$ cat src/rtl/memory_game.sv
// memory_game -- sequence-recall game controller.
//
// Each round appends one random digit (0-9, folded from the 4-bit rnd input)
// to a stored sequence, plays the whole sequence out digit by digit, then
// checks the player's key entries against it. A fully correct sequence starts
// the next round; a wrong key or an input timeout loses; reaching MAX_LEN wins.
//
// Ports:
//   clk          system clock
//   reset        synchronous active-low reset (0 = reset)
//   rnd          random digit source, sampled in APPEND
//   start        level-sampled start / restart request (IDLE, WIN, LOSE only)
//   key_valid    one-cycle key strobe, evaluated only in INPUT
//   key_digit    key value accompanying key_valid
//   show_valid   high while a sequence digit is displayed
//   show_digit   displayed digit, 0 when show_valid is low
//   input_ready  high while waiting for player keys
//   level        current sequence length
//   win / lose   one-cycle pulses on entry to WIN / LOSE
//   game_over    high in WIN or LOSE
module memory_game #(
  parameter int MAX_LEN       = 8,
  parameter int SHOW_TICKS    = 50_000_000,
  parameter int GAP_TICKS     = 12_500_000,
  parameter int TIMEOUT_TICKS = 0
) (
  input  logic       clk,
  input  logic       reset,
  input  logic [3:0] rnd,
  input  logic       start,
  input  logic       key_valid,
  input  logic [3:0] key_digit,
  output logic       show_valid,
  output logic [3:0] show_digit,
  output logic       input_ready,
  output logic [3:0] level,
  output logic       win,
  output logic       lose,
  output logic       game_over
);

  // Tick counter only ever counts up to (longest interval - 1).
  localparam int MAX_A = (SHOW_TICKS > GAP_TICKS) ? SHOW_TICKS : GAP_TICKS;
  localparam int MAX_B = (MAX_A > TIMEOUT_TICKS) ? MAX_A : TIMEOUT_TICKS;
  localparam int MAX_T = (MAX_B > 2) ? MAX_B : 2;
  localparam int TW    = $clog2(MAX_T);

  localparam logic [TW-1:0] SHOW_LAST = TW'(SHOW_TICKS - 1);
  localparam logic [TW-1:0] GAP_LAST  = TW'(GAP_TICKS - 1);
  localparam logic [TW-1:0] TO_LAST   = TW'((TIMEOUT_TICKS > 0) ? (TIMEOUT_TICKS - 1) : 0);
  localparam logic [3:0]    MAX_LEN_L = 4'(MAX_LEN);

  typedef enum logic [2:0] {
    S_IDLE,
    S_APPEND,
    S_SHOW_ON,
    S_SHOW_GAP,
    S_INPUT,
    S_WIN,
    S_LOSE
  } state_t;

  state_t        state_q, state_d;
  logic [3:0]    len_q, len_d;
  logic [3:0]    idx_q, idx_d;
  logic [TW-1:0] tick_q, tick_d;
  logic          show_valid_q, show_valid_d;
  logic [3:0]    show_digit_q, show_digit_d;
  logic          input_ready_q, input_ready_d;
  logic          win_q, win_d;
  logic          lose_q, lose_d;
  logic          game_over_q, game_over_d;

  // Sequence storage; only entries below len are ever meaningful.
  logic [3:0] mem [0:15];
  logic       mem_we;
  logic [3:0] norm_digit;
  logic [3:0] idx_inc;
  logic       key_match;
  logic       last_key;

  // Fold 10..15 down to 0..5 so the stored sequence is always decimal.
  assign norm_digit = (rnd > 4'd9) ? (rnd - 4'd10) : rnd;
  assign idx_inc    = idx_q + 4'd1;
  // Stored digits are never above 9, so keys above 9 can never match.
  assign key_match  = (key_digit == mem[idx_q]);
  assign last_key   = (idx_q == (len_q - 4'd1));

  always_comb begin
    state_d       = state_q;
    len_d         = len_q;
    idx_d         = idx_q;
    tick_d        = tick_q;
    show_valid_d  = show_valid_q;
    show_digit_d  = show_digit_q;
    input_ready_d = input_ready_q;
    win_d         = 1'b0;
    lose_d        = 1'b0;
    game_over_d   = game_over_q;
    mem_we        = 1'b0;

    case (state_q)
      S_IDLE, S_WIN, S_LOSE: begin
        if (start) begin
          state_d       = S_APPEND;
          len_d         = 4'd0;
          idx_d         = 4'd0;
          tick_d        = '0;
          show_valid_d  = 1'b0;
          show_digit_d  = 4'd0;
          input_ready_d = 1'b0;
          game_over_d   = 1'b0;
        end
      end

      S_APPEND: begin
        mem_we       = 1'b1;
        len_d        = len_q + 4'd1;
        idx_d        = 4'd0;
        tick_d       = '0;
        state_d      = S_SHOW_ON;
        show_valid_d = 1'b1;
        // mem[0] is being written this very edge on the first round,
        // so forward the incoming digit instead of reading stale memory.
        show_digit_d = (len_q == 4'd0) ? norm_digit : mem[0];
      end

      S_SHOW_ON: begin
        if (tick_q == SHOW_LAST) begin
          tick_d       = '0;
          state_d      = S_SHOW_GAP;
          show_valid_d = 1'b0;
          show_digit_d = 4'd0;
        end else begin
          tick_d = tick_q + 1'b1;
        end
      end

      S_SHOW_GAP: begin
        if (tick_q == GAP_LAST) begin
          tick_d = '0;
          if (idx_inc == len_q) begin
            idx_d         = 4'd0;
            state_d       = S_INPUT;
            input_ready_d = 1'b1;
          end else begin
            idx_d        = idx_inc;
            state_d      = S_SHOW_ON;
            show_valid_d = 1'b1;
            show_digit_d = mem[idx_inc];
          end
        end else begin
          tick_d = tick_q + 1'b1;
        end
      end

      S_INPUT: begin
        if (key_valid) begin
          tick_d = '0;
          if (!key_match) begin
            state_d       = S_LOSE;
            input_ready_d = 1'b0;
            lose_d        = 1'b1;
            game_over_d   = 1'b1;
          end else if (last_key) begin
            input_ready_d = 1'b0;
            if (len_q == MAX_LEN_L) begin
              state_d     = S_WIN;
              win_d       = 1'b1;
              game_over_d = 1'b1;
            end else begin
              state_d = S_APPEND;
            end
          end else begin
            idx_d = idx_inc;
          end
        end else if (TIMEOUT_TICKS > 0) begin
          if (tick_q == TO_LAST) begin
            state_d       = S_LOSE;
            input_ready_d = 1'b0;
            lose_d        = 1'b1;
            game_over_d   = 1'b1;
          end else begin
            tick_d = tick_q + 1'b1;
          end
        end
      end

      default: begin
        state_d = S_IDLE;
      end
    endcase
  end

  always_ff @(posedge clk) begin
    if (!reset) begin
      state_q       <= S_IDLE;
      len_q         <= 4'd0;
      idx_q         <= 4'd0;
      tick_q        <= '0;
      show_valid_q  <= 1'b0;
      show_digit_q  <= 4'd0;
      input_ready_q <= 1'b0;
      win_q         <= 1'b0;
      lose_q        <= 1'b0;
      game_over_q   <= 1'b0;
    end else begin
      state_q       <= state_d;
      len_q         <= len_d;
      idx_q         <= idx_d;
      tick_q        <= tick_d;
      show_valid_q  <= show_valid_d;
      show_digit_q  <= show_digit_d;
      input_ready_q <= input_ready_d;
      win_q         <= win_d;
      lose_q        <= lose_d;
      game_over_q   <= game_over_d;
    end
  end

  // Memory carries no reset; its contents are irrelevant until written.
  always_ff @(posedge clk) begin
    if (mem_we) begin
      mem[len_q] <= norm_digit;
    end
  end

  assign show_valid  = show_valid_q;
  assign show_digit  = show_digit_q;
  assign input_ready = input_ready_q;
  assign level       = len_q;
  assign win         = win_q;
  assign lose        = lose_q;
  assign game_over   = game_over_q;

endmodule

$ cat config.mk
export PLATFORM = sky130hd
export DESIGN_NAME = memory_game
export DESIGN_NICKNAME = d
export VERILOG_FILES = /design/src/rtl/memory_game.sv
export SDC_FILE = /design/constraint.sdc
export NUM_CORES = 1
export LEC_CHECK = 0
export CAP_MARGIN = 20
export CORE_UTILIZATION = 60
export DETAILED_ROUTE_END_ITERATION = 12
export HOLD_SLACK_MARGIN = 0.1
export PLACE_DENSITY_LB_ADDON = 0.15
export SKIP_CTS_REPAIR_TIMING = 1
export SYNTH_ARGS = -nofsm -noshare
export SYNTH_HDL_FRONTEND = slang
export SYNTH_SLANG_ARGS = --single-unit
$ cat constraint.sdc
create_clock -name clk -period 5 [get_ports clk]
set_clock_uncertainty 0.15 [all_clocks]
set_input_delay 1.5 -clock clk [delete_from_list [all_inputs] [get_ports clk]]
set_output_delay 1.5 -clock clk [all_outputs]
set_load 0.1 [all_outputs]
# Word-level counts from Yosys, hierarchy flattened
# Memories as Yosys holds them, arrays and structs flattened. A register that Yosys moved wholly into a read port is not among the register bits.
# Cells that the tools add are included.
[word_totals]
ramBits = 64
regBits = 46
elab_cells = 108
memories = 1
mem_bits_ro = 0
latch_bits = 0
[mem_list]
columns = ["memory", "words", "word_bits", "rd", "rd_clocked_by_memory_dff", "wr", "line_no", "source"]
rows = [
  ["mem", 16, 4, 3, 1, 1, "75", "logic [3:0] mem [0:15];"],
]
[op_classes]
order_cmp = 1
div = 0
n_mul = 0
eq_ne = 22
add_sub_neg = 5
reduce_logical = 18
muxes = 51
bitwise_logic = 0
n_shift = 0
[ops]
columns = ["operator", "count"]
rows = [
  ["$pmux W26 S5", 1],
  ["$mux W26", 4],
  ["$mux W4", 13],
  ["$pmux W4 S4", 2],
  ["$add A26 B1 Y26 const B", 1],
  ["$eq A26 B24 Y1 const B", 1],
  ["$eq A26 B26 Y1 const B", 1],
  ["$mux W3", 8],
  ["$reduce_and A5 Y1", 4],
  ["$mux W1", 18],
  ["$ne A2 B2 Y1 const B", 8],
  ["$pmux W3 S5", 1],
  ["$eq A4 B4 Y1", 3],
  ["$reduce_and A6 Y1", 2],
  ["$eq A3 B3 Y1 const B", 3],
  ["$add A4 B1 Y4 const B", 2],
  ["$pmux W4 S2", 1],
  ["$reduce_bool A4 Y1", 2],
  ["$eq A3 B2 Y1 const B", 2],
  ["$ne A3 B3 Y1 const B", 2],
  ["$reduce_and A3 Y1", 2],
  ["$reduce_bool A5 Y1", 1],
  ["$eq A4 B4 Y1 const B", 1],
  ["$gt A4 B4 Y1 const B", 1],
  ["12 further kinds", 13],
]

# Longest topological paths before layout
# Gate-level depths: netlist (run 1).
[depth]
word_depth = 8
ltp_mapped = 9

# Worst setup path after synthesis (run 1)
# No wires, ideal clock.
[synth_timing]
path_type = "input -> register"
from = "input start"
to = "register tick_q[25]"
t_arrival_ns = 3.086
path_stages = 7
path_buffers = 0
path_slack_ns = 1.636
cell_sequence = "nand2b_1 -> a211o_1 -> a2111o_1 -> or2_1 -> nor4_2 -> xnor2_1 -> nor2_1"
[synth_via]
elab_chain_cells = 2
[synth_lines]
columns = ["item", "line_no", "source"]
rows = [
  ["from (decl)", "30", "input logic start,"],
  ["$ne A2 B2 Y1 (no source line)", "--", ""],
  ["$reduce_and A3 Y1 (no source line)", "--", ""],
  ["to (signal assigned)", "211", "tick_q <= tick_d;"],
  ["to (decl)", "66", "logic [TW-1:0] tick_q, tick_d;"],
]
# No other way between the ends.
# A chain may end at the register's enable or synchronous reset.

# Worst setup path after layout (run 1)
[layout_timing]
from = "register len_q[2], in the netlist level[2]"
to = "output level[2]"
[layout_rtl]
columns = ["item", "line_no", "source"]
rows = [
  ["from (decl)", "64", "logic [3:0] len_q, len_d;"],
  ["from (signal assigned)", "209", "len_q <= len_d;"],
  ["to (decl)", "36", "output logic [3:0] level,"],
]
# No word-level cell between the ends.

==> results.yml, run 1 <==
cts:
  cts_sinks: 114
  clk-insertion-delay-late_ns: 0.53
  clk_path_buf_depth: 2
  clk_transition_reported_paths_ns: 0.06
  cts_max_level: 4
  cts_made_buffers: 17
  cts_root_buf: "clkbuf_8"
  cts_tree: "yes"
floorplan:
  start_util_pct: 61.8
  die_w_um: 102
  die_h_um: 102
  ios: 25
  die-area_um2: 10400
  core_um2: 9730
  rows: 36
timing:
  setup-violations-final: 0
  hold_viol_final: 0
  timing.setup.tns_ns: 0
  rsz0062_at_grt: "no"
  worstMarginPinSlew_ns: 1.06
  fmax_mhz: 242
  min_period_ns: 4.13
  max_slew_margin_pct: 29.0
  slew_viol_final: 0
  fin_crit_sh_pct: 82.7
detailed_routing:
  num_vias: 4286
  drt.antenna.violating_nets: 0
  drt_first_pass_iters: 4
  drtIter0Drc: 310
  routed_wl_um: 14100
  drc: 0
  detail_route.wl_per_cell_um: 20.8
  via_per_inst: 6.29
synthesis:
  syn-cell-area_um2: 6010
  synthCells: 509
  ys.flop_type: "edfxtp_1"
  synth_edf_count: 64
  synthTopCellsByArea: "edfxtp_1 (32%), dfxtp_1 (17%), mux4_2 (13%), nor2_1 (4.0%), xnor2_1 (3.6%)"
  synth_top_area_cell: "edfxtp_1"
  synthDistinctLibCells: 68
  synth_warnings: 0
  synth.top_cell.area_share_pct: 32.0
  synth.avg_cell_area_um2: 11.8
  async_reset_ff_share_pct: 0
  synth_seq_area_share_pct: 48.6
  synth-seq-cells: 114
  syn_nets: 529
global_route:
  overflow: 0
  grt_max_degree: 26
  first_global_vias: 4068
  grt_usage_pct: 29.4
  grt_pass1_wl_um: 21800
  grt_antenna_before_repair: 0
layout:
  fin_cells: 681
  area_growth_syn_to_layout_pct: 15.3
  drive_gt1_share_pct: 16.8
  final_area_um2: 6930
  layout_common_cells: "nor2_1 (64), edfxtp_1 (64), dfxtp_1 (50)"
  layout.nets: 555
  diodes: 0
placed_design:
  port_buffers: 24
  dp_cells: 649
  gp_congestion: 0.888
  dp_hpwl_um: 9740
  placed_area_um2: 6350
power:
  vdd_drop_max_mv: 0.333
  p_leak_uw: 0.00218
  p_per_area_nw_per_um2: 436
setup_path:
  slowest_delay_ns: 1.25
  cp_num_buf_inv: 1
  slowest_stage: "clkdlybuf4s50_1"
  crit_family: "buffers and inverters"
  arrival_ns: 2.48
  path_cells: "clkdlybuf4s50_1"
  cp-end-kind: "primary output"
  crit_path_start_kind: "flip-flop"
  cp_max_fo: 15
  crit_type: "flip-flop to primary output"
  required_ns: 3.35
run_status:
  status: "completed"
flow_run:
  drv_cap: 0
worst_hold_path:
  hold_path_class: "flip-flop to flip-flop"
[area by class of cell]
type	count	area, um2
Tap cell	133	166
Clock inverter	15	164
Clock buffer	17	414
Sequential cell	114	2920
Fill cell	684	2800
Timing Repair Buffer	28	270
Multi-Input combinational cell	359	2930
Inverter	15	56.3
[per-layer routing]
metal	up-vias	wire length (um)	track usage [%]
met2	181	7390	48.9
li1	1977	-	-
met3	31	865	7.52
met4	0	309	14.2
met1	2097	5560	36.0
met5	-	0	0
[through the flow]
| stage | worst slack, ns | hold slack, ns | utilization (%) | total power (uW) |
|---|---|---|---|---|
| final | 0.867 | 0.335 | 71.2 | 3020 |
| after global placement | 0.841 | 0.314 | 65.3 | 1830 |
| after global routing | 0.783 | 0.346 | 71.2 | 3130 |
| after floorplan | 1.64 | 0.316 | - | 1670 |
| after CTS | 0.860 | 0.338 | 71.2 | 3020 |
| after detailed placement | 0.779 | 0.323 | 65.3 | 1840 |
[state kept, by name, summed over array words and instances, names as in the netlist, named ones only]
| name | count |
|---|---|
| idx_q | 4 |
| input_ready | 1 |
| mem | 64 |
| level | 4 |
| win | 1 |
| game_over | 1 |
| show_digit | 4 |
| lose | 1 |
| state_q | 3 |
| tick_q | 26 |
| show_valid | 1 |
[kinds of logic after synthesis]
logic type / share of synthesized area (%)
AOI/OAI and AO/OA: 8.39
xor gates and xnor gates: 5.33
adders and majority gates: 1.67
buffers and inverters: 2.56
DFF: 48.6
muxes: 17.5
and+or+nand+nor: 15.9
[where the power goes]
| part | total [uW] | internal (uW) | switching [uW] |
|---|---|---|---|
| Sequential | 1110 | 1050 | 67.5 |
| Combinational | 722 | 247 | 475 |
| Clock | 1190 | 683 | 502 |
| Total | 3020 | 1970 | 1050 |
[final timing paths]
check	start	to	slack (ns)	cells past startpoint
worst max register to register	flip-flop	flip-flop	1.54	7
worst max-delay path	level[2]	level[2]	0.87	1
worst min-delay path	game_over	game_over	0.33	1
worst min register to register	game_over	game_over	0.33	1
[Yosys cell counts, types with 2 or more instances]
| library cell | count |
|---|---|
| o21ai_0 | 7 |
| o21a_1 | 3 |
| and3_1 | 6 |
| a21oi_1 | 21 |
| mux2_2 | 3 |
| edfxtp_1 | 64 |
| nor2b_1 | 3 |
| xor2_1 | 6 |
| buf_6 | 2 |
| nand2_1 | 47 |
| nand4b_1 | 2 |
| nor4_2 | 3 |
| a211oi_1 | 2 |
| nand4_1 | 4 |
| nand2b_1 | 8 |
| xnor2_1 | 25 |
| mux2i_1 | 21 |
| or2_2 | 2 |
| a311oi_1 | 3 |
| and4_1 | 6 |
| nor3_1 | 12 |
| o311ai_2 | 2 |
| o31a_1 | 2 |
| nor4_1 | 2 |
| xnor2_2 | 2 |
| nand3_1 | 21 |
| inv_1 | 14 |
| mux4_2 | 36 |
| dfxtp_1 | 50 |
| clkbuf_1 | 13 |
| buf_1 | 3 |
| ha_1 | 8 |
| nor2_1 | 64 |
| buf_2 | 3 |
| o211ai_1 | 6 |
No activity file was read; power rests on OpenSTA's default activity.
==> inputs of run 2 (changes only) <==
- CORE_UTILIZATION: 60 -> 55
- clock period: 5 -> 3.75 ns (I/O delays scaled with it)
==> results.yml, run 2 (synthesis results as in run 1) <==
run_status:
  status: "completed"
worst_hold_path:
  hold_path_depth: 2
  hold_end: "input_ready"
  hold_path_class: "flip-flop to flip-flop"
  hold_start: "input_ready"
detailed_routing:
  drc: 0
  drt.antenna.violating_nets: 0
  routed_wl_um: 14500
  detail_route.wl_per_cell_um: 20.8
  drt_first_pass_iters: 5
  via_per_inst: 6.21
  drtIter0Drc: 313
  num_vias: 4327
timing:
  min_period_ns: 3.16
  fmax_mhz: 317
  slew_viol_final: 0
  max_slew_margin_pct: 46.4
  worstMarginPinSlew_ns: 0.802
  setup-violations-final: 0
  hold_viol_final: 0
  timing.setup.tns_ns: 0
  fin_crit_sh_pct: 84.2
  rsz0062_at_grt: "no"
power:
  vdd_drop_max_mv: 0.446
  p_leak_uw: 0.00230
  p_per_area_nw_per_um2: 594
  finalPower_uw: 4180
global_route:
  grt_usage_pct: 28.2
  first_global_vias: 4233
  grt_pass1_wl_um: 23300
  overflow: 0
  grt_max_degree: 26
  grt_antenna_before_repair: 0
layout:
  layout_common_cells: "nor2_1 (64), edfxtp_1 (64), dfxtp_1 (50)"
  largestRegisters: "mem x64, tick_q x26"
  drive_gt1_share_pct: 20.5
  area_growth_syn_to_layout_pct: 17.3
  fin_cells: 697
  largest-register: "mem"
  layout.nets: 568
  largest_reg_flops: 64
  utilization_pct: 67.4
  final_area_um2: 7050
  diodes: 0
floorplan:
  ios: 25
  start_util_pct: 57.5
  die_w_um: 107
  rows: 37
  core_um2: 10500
  die-area_um2: 11400
  die_h_um: 107
setup_path:
  cp-end-kind: "flip-flop"
  arrival_ns: 3.46
  required_ns: 4.05
  cp_num_buf_inv: 1
  crit_family: "compound AO/OA/AOI/OAI gates"
  crit_type: "input pin to flip-flop"
  crit_path_start_kind: "input pin"
  r2r_start: "tick_q[0]"
  cp_max_fo: 5
  r2r_setup_slack_ns: 0.67
  path_cells: "clkdlybuf4s50_1, nand2b_1, a211o_1, a2111o_1, or2_1, nor3_1, nand3b_1, a21oi_1"
  slowest_stage: "clkdlybuf4s50_1"
  slowest_delay_ns: 0.53
  cp.depth: 8
  reg2reg_to: "show_digit[2]"
  r2r_cells: 8
cts:
  clk_transition_reported_paths_ns: 0.06
  cts_made_buffers: 17
  cts_sinks: 114
  clk-insertion-delay-late_ns: 0.53
  cts_max_level: 4
  cts_root_buf: "clkbuf_8"
  cts_tree: "yes"
  clk_path_buf_depth: 2
placed_design:
  port_buffers: 24
  gp_congestion: 0.886
  dp_cells: 665
  placed_area_um2: 6420
  dp_hpwl_um: 9970
flow_run:
  drv_cap: 0
-- run 2: changes by cell type in the layout (fill, tap and decap cells not counted) --
cell,before,now
clkinv_8,1,0
buf_4,4,30
clkbuf_1,0,1
clkinv_1,1,3
clkinv_2,0,1
bufinv_16,1,5
inv_6,7,1
clkinv_4,0,2
inv_8,3,0
clkdlybuf4s50_1,24,11
-- run 2: layout make-up --
class                   count  area, um2
clock buffers              18        418
well taps                 136        170
repair buffers             41        335
multi-input cells         359       2930
fillers                   802       3410
clock inverters            14        211
inverters                  15       56.3
flip-flops and latches    114       2920
-- run 2: per-stage QoR --
step,setup slack [ns],hold WS [ns]
final,0.591,0.322
after global routing,0.421,0.356
after CTS,0.652,0.328
after detailed placement,0.119,0.319
after global placement,0.176,0.315
after floorplan,0.761,0.316
-- run 2: where the power goes --
part	internal (uW)	total (uW)	switching [uW]
sequential	1390	1480	90.8
clock	1140	1720	578
combinational	337	978	641
-- run 2: worst max path at each step --
stage | slack (ns) | endpoint | start
6_report | 0.59 | tick_q[11] | start
5_1_grt | 0.42 | show_digit[0] | tick_q[0]
4_1_cts | 0.65 | tick_q[11] | start
3_5_place_dp | 0.12 | tick_q[15] | start
3_3_place_gp | 0.18 | tick_q[25] | start
2_1_floorplan | 0.76 | tick_q[25] | start
-- run 2: worst reg2reg max path: stages, from the launching register on --
cell and delay [ns]:
dfxtp_1 0.38, ha_1 0.28, nand4b_1 0.15, nor4_2 0.51, a41oi_1 0.34, nand2_1 0.33
o311a_1 0.48, nor2_1 0.08, a311oi_1 0.26
-- run 2: layer usage --
metal | up-vias | track usage (%) | part of all wire (%) | wire length [um]
li1 | 2008 | - | - | -
met1 | 2097 | 40.2 | 44 | 6330
met2 | 198 | 41.0 | 45 | 6520
met3 | 24 | 7.91 | 9.1 | 1310
met4 | 0 | 11.1 | 2.2 | 321
met5 | - | 0 | 0 | 0
==> inputs of run 3 (changes only) <==
- clock period: 3.75 -> 2.54 ns (I/O delays scaled with it)
==> results.yml, run 3 (synthesis results as in run 1) <==
detailed_routing:
  via_per_inst: 6.06
  drc: 0
  num_vias: 4578
  drtIter0Drc: 306
  routed_wl_um: 15200
  drt.antenna.violating_nets: 0
  drt_first_pass_iters: 6
  detail_route.wl_per_cell_um: 20.2
floorplan:
  start_util_pct: 57.5
  rows: 37
  die-area_um2: 11400
  ios: 25
  core_um2: 10500
  die_h_um: 107
  die_w_um: 107
timing:
  setup-violations-final: 14
  min_period_ns: 2.76
  worst_slack_ns: -0.219
  fin_crit_sh_pct: 109
  rsz0062_at_grt: "yes"
  slew_viol_final: 0
  max_slew_margin_pct: 41.1
  hold_viol_final: 0
  worstMarginPinSlew_ns: 0.874
  fmax_mhz: 363
cts:
  cts_tree: "yes"
  clk_path_buf_depth: 2
  cts_sinks: 114
  cts_made_buffers: 17
  cts_root_buf: "clkbuf_8"
  cts_max_level: 4
  clk-insertion-delay-late_ns: 0.53
  clk_transition_reported_paths_ns: 0.06
global_route:
  overflow: 0
  first_global_vias: 4603
  grt_antenna_before_repair: 0
  grt_usage_pct: 28.9
  grt_pass1_wl_um: 24100
  grt_max_degree: 26
power:
  p_leak_uw: 0.00266
  p_per_area_nw_per_um2: 817
  vdd_drop_max_mv: 0.636
layout:
  drive_gt1_share_pct: 30.6
  area_growth_syn_to_layout_pct: 27.0
  utilization_pct: 72.9
  final_area_um2: 7630
  layout_commonest_cell: "buf_4"
  diodes: 0
  fillers: 707
  largest-register: "mem"
  layout_common_cells: "buf_4 (80), edfxtp_1 (64), nor2_1 (63)"
  layout.nets: 627
  largestRegisters: "mem x64, tick_q x26"
  largest_reg_flops: 64
placed_design:
  port_buffers: 24
  dp_hpwl_um: 11200
  pre_cts_ws_ns: -0.633
  placed_area_um2: 6990
  gp_congestion: 0.888
setup_path:
  cp_max_fo: 8
  arrival_ns: 3.02
  crit_type: "flip-flop to flip-flop"
  cp-end-kind: "flip-flop"
  crit_path_start_kind: "flip-flop"
  r2r_setup_slack_ns: -0.22
  required_ns: 2.80
flow_run:
  drv_cap: 0
run_status:
  violations: "setup timing"
  status: "finished, violations left"
worst_hold_path:
  hold_path_class: "flip-flop to flip-flop"
==> run 3: cell count changes in the layout (fill, tap and decap cells not counted), sizes merged <==
cell           before  now
buf                30   89
bufinv              5    2
inv                15   18
clkdlybuf4s50      11    9
dlymetal6s2s        0    2
clkinv              6    7
clkinvlp            3    2
==> run 3: area by class of cell <==
type | instances | area [um2] | share of cell area (%)
inverter | 15 | 56.3 | 0.738
multi-input combinational | 359 | 3020 | 39.5
timing repair buffer | 100 | 887 | 11.6
sequential | 114 | 2930 | 38.4
clock buffer | 18 | 418 | 5.48
tap | 136 | 170 | 2.23
clock inverter | 14 | 155 | 2.03
==> run 3: final timing paths <==
check        cells after the start     endpoint         from
max                              7    flip-flop    flip-flop
min                              2  input_ready  input_ready
max reg2reg                      7    flip-flop    flip-flop
min reg2reg                      2  input_ready  input_ready
==> run 3: where the power goes <==
| part | leakage (uW) | internal [uW] | switching (uW) |
|---|---|---|---|
| Clock | 0.000277 | 1410 | 913 |
| Sequential | 0.000987 | 2060 | 81.9 |
| Combinational | 0.00139 | 705 | 1070 |
==> run 3: worst max-delay path, stage by stage (launching register included) <==
cell and delay (ns):
dfxtp_4 0.44, buf_12 0.13, mux4_2 0.48, mux4_2 0.53, xnor2_2 0.19, and4b_4 0.31, a32oi_4 0.10, o311ai_2 0.30
==> run 3: per-layer routing <==
layer	vias up	track usage (%)	wire, um
met3	39	6.93	1040
met4	0	11.3	483
met5	-	0	0
met1	2211	34.5	5790
li1	2123	-	-
met2	205	50.3	7920
==> run 3: per-stage QoR <==
stage | total power [uW] | TNS (ns) | hold WS [ns] | cells
final | 6230 | -2.12 | 0.326 | 756
after global routing | 6460 | -3.19 | 0.346 | 756
after CTS | 6220 | -3.89 | 0.332 | 756
after detailed placement | 3910 | -16.41 | 0.322 | 724
after global placement | 3880 | -13.89 | 0.315 | 724
after floorplan | 3300 | -0.0917 | 0.316 | 509
